[src/rtl/edge_interval_meter_if.sv]
// -----------------------------------------------------------------------------
// edge_interval_meter_if
//   Valid/ready stream carrying {polarity, interval} records out of
//   edge_interval_meter.
//
//   m_data   record at the head of the FIFO: [CNT_W] = polarity, [CNT_W-1:0] = interval
//   m_valid  a record is available
//   m_ready  the consumer takes the head when m_valid & m_ready
//
//   master : the producer (edge_interval_meter)
//   slave  : the consumer
// -----------------------------------------------------------------------------
interface edge_interval_meter_if #(
    parameter int CNT_W = 16
) ();
    logic [CNT_W:0] m_data;
    logic           m_valid;
    logic           m_ready;

    modport master (
        output m_data,
        output m_valid,
        input  m_ready
    );

    modport slave (
        input  m_data,
        input  m_valid,
        output m_ready
    );
endinterface

[src/rtl/edge_interval_meter.sv]
// -----------------------------------------------------------------------------
// edge_interval_meter
//   Measures the number of clock cycles between consecutive edge pulses from
//   the dual-edge detector. Each measured interval is tagged with the polarity
//   of the edge that closed it and pushed into a small first-word-fall-through
//   FIFO. Records that arrive while the FIFO is full are counted and dropped.
//
// Parameters
//   CNT_W  interval counter / interval field width (saturating)
//   DEPTH  FIFO entries, power of two, >= 2
//
// Ports
//   clk         rising-edge clock
//   rst         synchronous active-high reset
//   clr         synchronous soft clear, same effect as rst
//   edge_pulse  one-cycle pulse per detected edge
//   lvl_in      signal level after the edge (sampled on the pulse cycle)
//   m_if        output record stream (master side)
//   drop_cnt    records lost to a full FIFO, saturates at 255
//   armed       a reference edge has been seen (state RUN)
// -----------------------------------------------------------------------------
module edge_interval_meter #(
    parameter int CNT_W = 16,
    parameter int DEPTH = 4
) (
    input  logic                        clk,
    input  logic                        rst,
    input  logic                        clr,
    input  logic                        edge_pulse,
    input  logic                        lvl_in,
    edge_interval_meter_if.master       m_if,
    output logic [7:0]                  drop_cnt,
    output logic                        armed
);

    localparam int AW = $clog2(DEPTH);

    localparam logic [CNT_W-1:0] CNT_MAX  = '1;
    localparam logic [CNT_W-1:0] CNT_ONE  = CNT_W'(1);
    localparam logic [AW-1:0]    PTR_ONE  = AW'(1);
    localparam logic [AW:0]      OCC_ONE  = (AW+1)'(1);
    localparam logic [AW:0]      OCC_FULL = (AW+1)'(DEPTH);

    typedef enum logic {
        IDLE = 1'b0,
        RUN  = 1'b1
    } state_t;

    // ------------------------------------------------------------------
    // State
    // ------------------------------------------------------------------
    state_t           r_state;
    logic [CNT_W-1:0] r_cnt;
    logic             r_armed;

    logic [CNT_W:0]   r_mem [DEPTH];
    logic [AW-1:0]    r_wr_ptr;
    logic [AW-1:0]    r_rd_ptr;
    logic [AW:0]      r_count;
    logic [CNT_W:0]   r_data;
    logic             r_valid;
    logic [7:0]       r_drop;

    // ------------------------------------------------------------------
    // Combinational helpers
    // ------------------------------------------------------------------
    logic             w_sync_clr;
    logic [CNT_W-1:0] w_cnt_inc;
    logic             w_rec_vld;
    logic [CNT_W:0]   w_rec;
    logic             w_full;
    logic             w_pop;
    logic             w_push;
    logic             w_drop;
    logic [AW-1:0]    w_rd_ptr_n;
    logic [AW:0]      w_count_n;
    logic [CNT_W:0]   w_head_n;

    assign w_sync_clr = rst | clr;

    // Saturating increment: a very long gap reports the maximum instead of
    // wrapping to a misleadingly small interval.
    assign w_cnt_inc  = (r_cnt == CNT_MAX) ? CNT_MAX : (r_cnt + CNT_ONE);

    // A record exists only for the second and later edges.
    assign w_rec_vld  = (r_state == RUN) && edge_pulse;
    assign w_rec      = {lvl_in, w_cnt_inc};

    assign w_full     = (r_count == OCC_FULL);
    // m_ready is the only input allowed to reach logic combinationally; it
    // only steers the pop, never an output directly.
    assign w_pop      = r_valid & m_if.m_ready;
    // A pop on the same cycle frees the slot, so a push at full still lands.
    assign w_push     = w_rec_vld & (~w_full | w_pop);
    assign w_drop     = w_rec_vld & w_full & ~w_pop;

    always_comb begin
        w_rd_ptr_n = r_rd_ptr;
        if (w_pop)
            w_rd_ptr_n = r_rd_ptr + PTR_ONE;
    end

    always_comb begin
        w_count_n = r_count;
        unique case ({w_push, w_pop})
            2'b10:   w_count_n = r_count + OCC_ONE;
            2'b01:   w_count_n = r_count - OCC_ONE;
            default: w_count_n = r_count;
        endcase
    end

    // Next head of queue. If the slot about to become the head is the one
    // being written this cycle (FIFO empty after any pop), the new record
    // bypasses the memory; otherwise the stored entry is already valid.
    always_comb begin
        w_head_n = r_mem[w_rd_ptr_n];
        if (w_push && (r_wr_ptr == w_rd_ptr_n))
            w_head_n = w_rec;
    end

    // ------------------------------------------------------------------
    // FSM and interval counter
    // ------------------------------------------------------------------
    always_ff @(posedge clk) begin
        if (w_sync_clr) begin
            r_state <= IDLE;
            r_cnt   <= '0;
            r_armed <= 1'b0;
        end else begin
            unique case (r_state)
                IDLE: begin
                    // First edge only establishes the reference point.
                    if (edge_pulse) begin
                        r_state <= RUN;
                        r_cnt   <= '0;
                        r_armed <= 1'b1;
                    end
                end
                RUN: begin
                    if (edge_pulse)
                        r_cnt <= '0;
                    else
                        r_cnt <= w_cnt_inc;
                end
                default: begin
                    r_state <= IDLE;
                    r_cnt   <= '0;
                    r_armed <= 1'b0;
                end
            endcase
        end
    end

    // ------------------------------------------------------------------
    // FIFO storage: no reset needed, entries are only read after a write.
    // ------------------------------------------------------------------
    always_ff @(posedge clk) begin
        if (w_push && !w_sync_clr)
            r_mem[r_wr_ptr] <= w_rec;
    end

    // ------------------------------------------------------------------
    // FIFO control, registered head and drop counter
    // ------------------------------------------------------------------
    always_ff @(posedge clk) begin
        if (w_sync_clr) begin
            r_wr_ptr <= '0;
            r_rd_ptr <= '0;
            r_count  <= '0;
            r_data   <= '0;
            r_valid  <= 1'b0;
            r_drop   <= '0;
        end else begin
            if (w_push)
                r_wr_ptr <= r_wr_ptr + PTR_ONE;
            r_rd_ptr <= w_rd_ptr_n;
            r_count  <= w_count_n;
            r_valid  <= (w_count_n != '0);
            // Head register keeps its last value while the FIFO is empty.
            if (w_count_n != '0)
                r_data <= w_head_n;
            if (w_drop && (r_drop != 8'hFF))
                r_drop <= r_drop + 8'd1;
        end
    end

    // ------------------------------------------------------------------
    // Outputs (all registered)
    // ------------------------------------------------------------------
    assign m_if.m_data  = r_data;
    assign m_if.m_valid = r_valid;
    assign drop_cnt     = r_drop;
    assign armed        = r_armed;

endmodule

[src/flat_wrapper.sv]
// flat-port wrapper written by rule: the top's interface ports become plain ports
module edge_interval_meter_flat 
#(
    parameter int CNT_W = 16,
    parameter int DEPTH = 4
)
  (clk, rst, clr, edge_pulse, lvl_in, drop_cnt, armed, m_if_m_data, m_if_m_valid, m_if_m_ready);
  edge_interval_meter_if #(.CNT_W(CNT_W)) m_if_i ();
  input  logic clk;
  input  logic rst;
  input  logic clr;
  input  logic edge_pulse;
  input  logic lvl_in;
  output logic [7:0] drop_cnt;
  output logic armed;
  output wire logic [$bits(m_if_i.m_data)-1:0] m_if_m_data;
  output wire logic [$bits(m_if_i.m_valid)-1:0] m_if_m_valid;
  input wire logic [$bits(m_if_i.m_ready)-1:0] m_if_m_ready;
  assign m_if_m_data = m_if_i.m_data;
  assign m_if_m_valid = m_if_i.m_valid;
  assign m_if_i.m_ready = m_if_m_ready;
  edge_interval_meter #(.CNT_W(CNT_W), .DEPTH(DEPTH)) u_core (.clk(clk), .rst(rst), .clr(clr), .edge_pulse(edge_pulse), .lvl_in(lvl_in), .m_if(m_if_i), .drop_cnt(drop_cnt), .armed(armed));
endmodule
[config.mk]
export PLATFORM = sky130hd
export DESIGN_NAME = edge_interval_meter_flat
export DESIGN_NICKNAME = d
export VERILOG_FILES = /design/src/rtl/edge_interval_meter_if.sv /design/src/rtl/edge_interval_meter.sv /design/src/flat_wrapper.sv
export SDC_FILE = /design/constraint.sdc
export NUM_CORES = 1
export LEC_CHECK = 0
export CORE_MARGIN = 2
export CORE_UTILIZATION = 58
export DETAILED_ROUTE_END_ITERATION = 6
export PLACE_DENSITY_LB_ADDON = 0.08
export SKIP_LAST_GASP = 1
export SLEW_MARGIN = 20
export SYNTH_ARGS = -nofsm -noshare
export SYNTH_HDL_FRONTEND = slang
export SYNTH_SLANG_ARGS = --single-unit
[constraint.sdc]
create_clock -name clk -period 3.27 [get_ports clk]
set_input_delay 0.4905 -clock clk [delete_from_list [all_inputs] [get_ports clk]]
set_output_delay 0.4905 -clock clk [all_outputs]
set_load 0.01 [all_outputs]
After elaboration in Yosys (flattened, before gate mapping)
Memories as Yosys holds them, arrays and structs flattened. A register that Yosys moved wholly into a read port is not among the register bits.
Cells that the tools add are included.
{ "totals": {"regBits": 34, "mem_count": 1, "elab_cells": 46, "output_inout_bits": 27, "input_bits": 6, "ramBits": 68, "mem_bits_ro": 0, "latchBits": 0} }
{ "classes": {"bitwise_logic": 9, "n_eq_ne": 6, "n_shift": 0, "add_sub_neg": 6, "mul": 0, "n_mux": 10, "div": 0, "reduce_logical": 6, "order_cmp": 0} }
{ "memory_table": {"columns": ["memory", "words", "word_bits", "read_ports", "rd_clocked_by_memory_dff", "wr", "line", "source"], "rows": [
  ["u_core.r_mem", 4, 17, 1, 1, 1, "edge_interval_meter.sv:56", "logic [CNT_W:0] r_mem [DEPTH];"]
]} }
{ "ops": {"columns": ["cell", "n"], "rows": [
  ["2-to-1 mux 16 bit", 3],
  ["case mux 16 bit (2 select lines)", 1],
  ["adder 16 x 1 -> 16 bit, second input constant", 1],
  ["equality test 16 bit, second input constant", 1],
  ["adder 8 x 1 -> 8 bit, second input constant", 1],
  ["inequality test 8 bit, second input constant", 1],
  ["case mux 3 bit (2 select lines)", 1],
  ["adder 2 x 1 -> 2 bit, second input constant", 2],
  ["AND 1 bit", 4],
  ["2-to-1 mux 1 bit", 4],
  ["adder 3 x 1 -> 3 bit, second input constant", 1],
  ["equality test 3 bit, second input constant", 1],
  ["logical AND 1 bit", 3],
  ["inverter 1 bit", 3],
  ["nonzero test 3 bit", 1],
  ["subtractor 3 x 1 -> 3 bit, second input constant", 1],
  ["equality test 2 x 1 -> 1 bit, second input constant", 1],
  ["equality test 2 bit, second input constant", 1],
  ["2-to-1 mux 2 bit", 1],
  ["inequality test 2 bit, second input constant", 1],
  ["OR 1 bit", 2],
  ["AND reduction 2 bit", 1],
  ["zero test 1 bit", 1]
]} }

Longest topological paths before layout
Gate-level depths: netlist of run 1.
{ "depth": {"depth_word": 7, "ltp_mapped": 11, "depth_no_buf": 8} }

Worst setup path after synthesis of run 1
OpenSTA, ideal clock, no wires.
{ "synth_timing": {"path_kind": "in2reg", "start": "input port m_if_m_ready", "end": "register u_core.r_data[10] (netlist: u_core.m_if.m_data[10]), read port of u_core.r_mem", "setup_ns": 0.081, "arrival_time_ns": 2.526, "cell_stages": 10, "setup_slack_ns": 0.663, "cell_sequence": "buf_4 -> nand2_2 -> nor2_2 -> fa_1 -> nor3_1 -> o2111ai_1 -> and3_1 -> buf_6 -> buf_6 -> a211oi_2"} }
{ "synth_between": {"elab_chain_len": 6} }
{ "synth_lines": {"columns": ["element", "line", "source"], "rows": [
  ["start: declaration", "flat_wrapper.sv:18", "input wire logic [$bits(m_if_i.m_ready)-1:0] m_if_m_ready;"],
  ["AND 1 bit *", "edge_interval_meter.sv:92", "assign w_pop = r_valid & m_if.m_ready;"],
  ["OR 1 bit", "edge_interval_meter.sv:94", "assign w_push = w_rec_vld & (~w_full | w_pop);"],
  ["AND 1 bit", "edge_interval_meter.sv:94", null],
  ["equality test 2 x 1 -> 1 bit / equality test 2 bit (equally long branches)", "edge_interval_meter.sv:105", "unique case ({w_push, w_pop})"],
  ["case mux 3 bit (2 select lines)", "edge_interval_meter.sv:105", null],
  ["nonzero test 3 bit", "edge_interval_meter.sv:180", "if (w_count_n != '0)"],
  ["end: declaration", "edge_interval_meter.sv:60", "logic [CNT_W:0] r_data;"]
]} }
Mark *: on every way between the ends. The rest lies on a longest branch, timed or not.
A chain may end at the register's enable or synchronous reset.

Worst setup path after layout of run 1
{ "layout_timing": {"start": "input port edge_pulse", "end": "register u_core.r_data[11] (netlist: u_core.m_if.m_data[11]), read port of u_core.r_mem"} }
{ "layout_between": {"elab_chain_len": 5} }
{ "layout_lines": {"columns": ["element", "line", "source"], "rows": [
  ["start: declaration", "flat_wrapper.sv:12", "input logic edge_pulse;"],
  ["logical AND 1 bit *", "edge_interval_meter.sv:86", "assign w_rec_vld = (r_state == RUN) && edge_pulse;"],
  ["AND 1 bit *", "edge_interval_meter.sv:94", null],
  ["equality test 2 x 1 -> 1 bit / equality test 2 bit (equally long branches)", "edge_interval_meter.sv:105", null],
  ["case mux 3 bit (2 select lines) *", "edge_interval_meter.sv:105", null],
  ["nonzero test 3 bit *", "edge_interval_meter.sv:180", null]
]} }
Marked as above.

==> results of run 1 <==
==> routing by layer <==
layer	vias to the layer above	part of all wire, %	global-route usage, %
met1	2059	42	37.8
li1	2018	-	-
met5	-	0	0
met4	0	2.7	11.1
met3	28	6.6	6.03
met2	170	48	44.8
==> cells in the mapped netlist, types with 2 or more instances <==
cell type / instances
a211oi_1: 25
a211oi_2: 10
a21o_1: 2
a21oi_1: 8
a22oi_1: 2
a31oi_1: 20
and2_1: 5
and3_1: 13
and4_1: 2
buf_1: 2
buf_2: 9
buf_4: 2
buf_6: 6
clkbuf_1: 19
dfxtp_1: 51
edfxtp_1: 68
ha_1: 6
inv_1: 11
mux2_2: 6
mux2i_1: 36
nand2_1: 15
nand2b_1: 3
nand3_1: 10
nand4_1: 10
nand4b_1: 3
nor2_1: 41
nor3_1: 18
nor4_1: 6
o21ai_0: 10
o21ai_1: 2
o221ai_1: 4
o22ai_1: 15
o31ai_1: 3
o32ai_1: 14
o41ai_1: 2
or3_1: 3
or4_1: 2
or4_4: 2
xnor2_1: 11
==> sequential cells by signal, summed over array words and instances, names as in the netlist <==
| name | cells |
|---|---|
| u_core.r_count | 3 |
| u_core.m_if.m_data | 17 |
| u_core.r_rd_ptr | 2 |
| u_core.armed | 1 |
| u_core.r_state | 1 |
| u_core.drop_cnt | 8 |
| u_core.m_if.m_valid | 1 |
| u_core.r_cnt | 16 |
| u_core.r_wr_ptr | 2 |
| u_core.r_mem | 68 |
==> worst max-delay path: cells and delay by family <==
kind,cells,cell delay (ns)
AND/OR/NAND/NOR,4,1.12
AO/OA/AOI/OAI,3,0.50
buffers and inverters,1,0.48
adder cells (fa/ha/maj),1,0.43
==> where the power goes <==
part           total (mW)  switching, mW  internal (mW)
Sequential           1.60         0.0132           1.58
Clock                1.82          0.674           1.14
Combinational       0.144         0.0854         0.0582
==> cell type report <==
| type | count | area (µm²) | share of cell area, % |
|---|---|---|---|
| Sequential cell | 119 | 3060 | 45.8 |
| Multi-Input combinational cell | 332 | 2360 | 35.3 |
| Clock buffer | 22 | 497 | 7.43 |
| Timing Repair Buffer | 51 | 463 | 6.93 |
| Tap cell | 133 | 166 | 2.49 |
| Clock inverter | 10 | 90.1 | 1.35 |
| Inverter | 11 | 41.3 | 0.618 |
==> metrics by stage <==
step	hold slack, ns	power [mW]
finish	0.500	3.56
global placement	0.485	1.77
CTS	0.502	3.57
detailed placement	0.488	1.77
global route	0.517	3.65
floorplan	0.488	1.72
==> path summary, 6_finish.rpt <==
path / start / to / slack (ns) / cells past startpoint
min: u_core.armed / u_core.armed / 0.50 / 2
min reg2reg: u_core.armed / u_core.armed / 0.50 / 2
max: edge_pulse / u_core.m_if.m_data[11] / 0.58 / 9
max reg2reg: u_core.m_if.m_valid / u_core.m_if.m_data[11] / 0.61 / 7
==> kinds of logic after synthesis <==
logic type	Yosys count	share of synthesized area [%]
flops	119	54.0
xor+xnor	12	1.85
fa+ha+maj	7	1.68
mux	42	7.54
buf+inv	49	4.37
simple gates	145	13.7
compound gates	126	16.9
==> flow_summary.ini, run 1 <==
[run_status]
status = finished clean

[power]
power.density_mw_per_mm2 = 533
peakVddDrop_mv = 0.505
power.leakage_nw = 2.29

[detailed_routing]
drc = 0
drt_first_pass_iters = 5
drtIter0Drc = 331
drt-total-wl_um = 13900
detail-route-antenna-nets = 0
wl_per_cell_um = 20.5
vias = 4275
viasPerCell = 6.31

[clock_tree]
cts_buffers = 17
clock_path_buffers = 2
clkTransAtPathRegs_ns = 0.06
cts_tree = built
cts_setup_buffers = 0
root_buffer = clkbuf_8
cts-htree-levels = 4
insertion_delay_ns = 0.52
cts.repair.resized = 0
ctsHoldBuffers = 0
clock-sinks = 119

[timing]
min_period_ns = 2.69
fin_ws_ns = 0.581
tightest_slew_ns = 0.929
final-setup-viol-count = 0
finClkSkew_ns = 0.00991
final.setup.tns_ns = 0
slew_headroom_pct = 38.1
drv_slew = 0
hold_viol = 0
post-route-period-util_pct = 82.2
fmax_mhz = 372
rsz0062_at_grt = no

[placement]
place_inst = 646
pre_cts_ws_ns = 0.0715
io_buffers = 32
gp_congestion = 0.840
place_hpwl_um = 8570
placed_area_mm2 = 0.00609

[cells_and_area]
area_delta_synth_final_pct = 17.8
postLayoutCellArea_mm2 = 0.00668
layout.cells.most_common = edfxtp_1
mostFrequentLayoutCells = edfxtp_1, dfxtp_1, nor2_1
drive_gt1_share_pct = 13.4
final_util_pct = 69.3
fin_cells = 678
finalNetCount = 545
num-fill-cells = 744
diodes = 0

[worst_setup_path]
crit_chain = clkdlybuf4s50_1 -> and2_4 -> nor2_2 -> fa_1 -> o21ai_0 -> nor3_1 -> o2111ai_1 -> and3_1 -> a211oi_1
arrival_ns = 3.04
criticalPathCategory = input port to register
crit_fanout = 18
endpoint_kind = register
critPathLaunchType = input port
slowest_delay_ns = 0.81
required_ns = 3.62
crit_slowest_cell = and3_1

[logic_synthesis]
synth_cell_type_count = 62
synth_top_area_share_pct = 36.0
netlist_area_mm2 = 0.00567
synth_edf_count = 68
synth_largest_area_cell = edfxtp_1
yosys_warnings = 0
yosysSeqAreaShare_pct = 54.0
syn_avg_cell_area_um2 = 11.3
synth_nets = 513
synth.area.top_cells = edfxtp_1, dfxtp_1, mux2i_1
ys_async_sr_fraction_pct = 0
synthCells = 500
synth_seq_cells = 119
synth_ff_type = edfxtp_1

[grt]
grt_pass1_wl_um = 21900
antenna_found_initial = 0
grt_overflow = 0
first_global_vias = 4081
grt_max_degree = 33
track_usage_pct = 28.1

[floorplan]
io_pins = 33
die_w_um = 103
design.core.area_mm2 = 0.00964
dieArea_mm2 = 0.0106
initial_utilization_pct = 58.8
die_y_um = 103
rows = 36

[min_path]
hold_class = register to register

[run]
drv_cap = 0
Note: power is estimated with default switching activity, not from simulation.
==> inputs of run 2 (changes only) <==
Clock period 3.27 ns to 2.5 ns, I/O delays scaled along.
==> flow_summary.ini, run 2 (synthesized netlist as in run 1, its figures left out) <==
[timing]
slew_headroom_pct = 53.2
hold_viol = 0
drv_slew = 0
finClkSkew_ns = 0.00488
tightest_slew_ns = 0.703
post-route-period-util_pct = 89.0
min_period_ns = 2.23
fmax_mhz = 449
holdWs_ns = 0.520
final-setup-viol-count = 0
rsz0062_at_grt = no

[grt]
first_global_vias = 4348
met2_usage_pct = 47.2
use_met1_pct = 37.3
grt_busiest_layer = met2
antenna_found_initial = 0
grt_pass1_wl_um = 22600
grt_overflow = 0
grt_util_met3_pct = 5.76
grt_max_degree = 33
track_usage_pct = 29.0

[cells_and_area]
largest_reg_flops = 68
finalNetCount = 578
mostFrequentLayoutCells = edfxtp_1, dfxtp_1, buf_4
layout.cells.most_common = edfxtp_1
postLayoutCellArea_mm2 = 0.00703
drive_gt1_share_pct = 18.2
top_register = u_core.r_mem
area_delta_synth_final_pct = 23.9
diodes = 0
num-fill-cells = 701

[worst_setup_path]
critPathLaunchType = input port
endpoint_kind = register
criticalPathCategory = input port to register
required_ns = 2.92
arrival_ns = 2.65
crit_fanout = 8

[min_path]
hold_class = register to register

[clock_tree]
cts_buffers = 17
clock_path_buffers = 2
clkTransAtPathRegs_ns = 0.06
cts.repair.resized = 0
cts-htree-levels = 4
cts_setup_buffers = 0
cts_tree = built
clock-sinks = 119
ctsHoldBuffers = 0
root_buffer = clkbuf_8
insertion_delay_ns = 0.52

[detailed_routing]
detail-route-antenna-nets = 0
vias = 4497
drtIter0Drc = 310
wl_per_cell_um = 20.5
drc = 0
viasPerCell = 6.33
drt-total-wl_um = 14600
drt_first_pass_iters = 6

[power]
p_switching_uw = 993
internal-power_mw = 3.71
power.combinational.fraction_pct = 4.5
power.density_mw_per_mm2 = 669
power.leakage_nw = 2.48
swShare_pct = 21.1
peakVddDrop_mv = 0.586
p_seq_share_pct = 44.4
pwr-share-clk_pct = 51.1

[floorplan]
die_y_um = 103
die_w_um = 103
dieArea_mm2 = 0.0106
rows = 36
design.core.area_mm2 = 0.00964
initial_utilization_pct = 58.8
io_pins = 33

[placement]
place_hpwl_um = 9480
placed_area_mm2 = 0.00644
io_buffers = 32
gp_congestion = 0.822

[run]
drv_cap = 0

[run_status]
status = finished clean
==> run 2: power by group through the flow <==
stage               Clock [mW]  Combinational, mW  Sequential [mW]
floorplan                    0              0.122             2.13
global placement             0              0.202             2.13
detailed placement           0              0.208             2.13
CTS                       2.44              0.209             2.09
global route              2.52              0.226             2.09
finish                    2.40              0.210             2.09
==> run 2: final timing paths <==
check                           depth (start not counted)               start                endpoint  slack, ns
worst max-delay path                                    9          edge_pulse  u_core.m_if.m_data[11]       0.27
worst min-delay path                                    2  u_core.drop_cnt[1]      u_core.drop_cnt[1]       0.52
worst max register to register                          8      u_core.r_state  u_core.m_if.m_data[11]       0.29
worst min register to register                          2  u_core.drop_cnt[1]      u_core.drop_cnt[1]       0.52
==> run 2: layout make-up <==
type / instances / area, µm² / share of cell area [%]
Clock inverter: 11 / 149 / 2.12
Timing Repair Buffer: 84 / 811 / 11.5
Clock buffer: 20 / 435 / 6.20
Tap cell: 133 / 166 / 2.37
Multi-Input combinational cell: 332 / 2360 / 33.6
Sequential cell: 119 / 3060 / 43.6
Inverter: 11 / 41.3 / 0.588
==> run 2: routing by layer <==
metal	up-vias	wire, µm	part of all wire [%]
li1	2094	-	-
met1	2204	6090	42
met2	169	7250	50
met3	30	803	5.5
met4	0	440	3.0
met5	-	0	0
==> run 2: metrics by stage <==
step / setup TNS, ns / power (mW) / utilization (%) / instances / setup slack [ns]
floorplan: 0 / 2.25 / - / 500 / 0.00875
global placement: -0.937 / 2.33 / 66.8 / 679 / -0.0592
detailed placement: -2.83 / 2.34 / 66.8 / 679 / -0.177
CTS: 0 / 4.73 / 72.9 / 710 / 0.309
global route: 0 / 4.83 / 72.9 / 710 / 0.149
finish: 0 / 4.70 / 72.9 / 710 / 0.275
==> run 2: worst max-delay path: stages <==
cell and delay [ns]:
clkdlybuf4s50_1 0.49, and2_4 0.15, nor2_2 0.04, fa_1 0.44, nor3_1 0.30, o2111ai_1 0.19, and3_1 0.25, buf_4 0.17
a211oi_1 0.23
==> inputs of run 3 (changes only) <==
Settings changed: ABC_CLOCK_PERIOD_IN_PS from default to 2500.
==> results of run 3 <==
No change in the layout: final DEF, timing and power equal those of run 2.
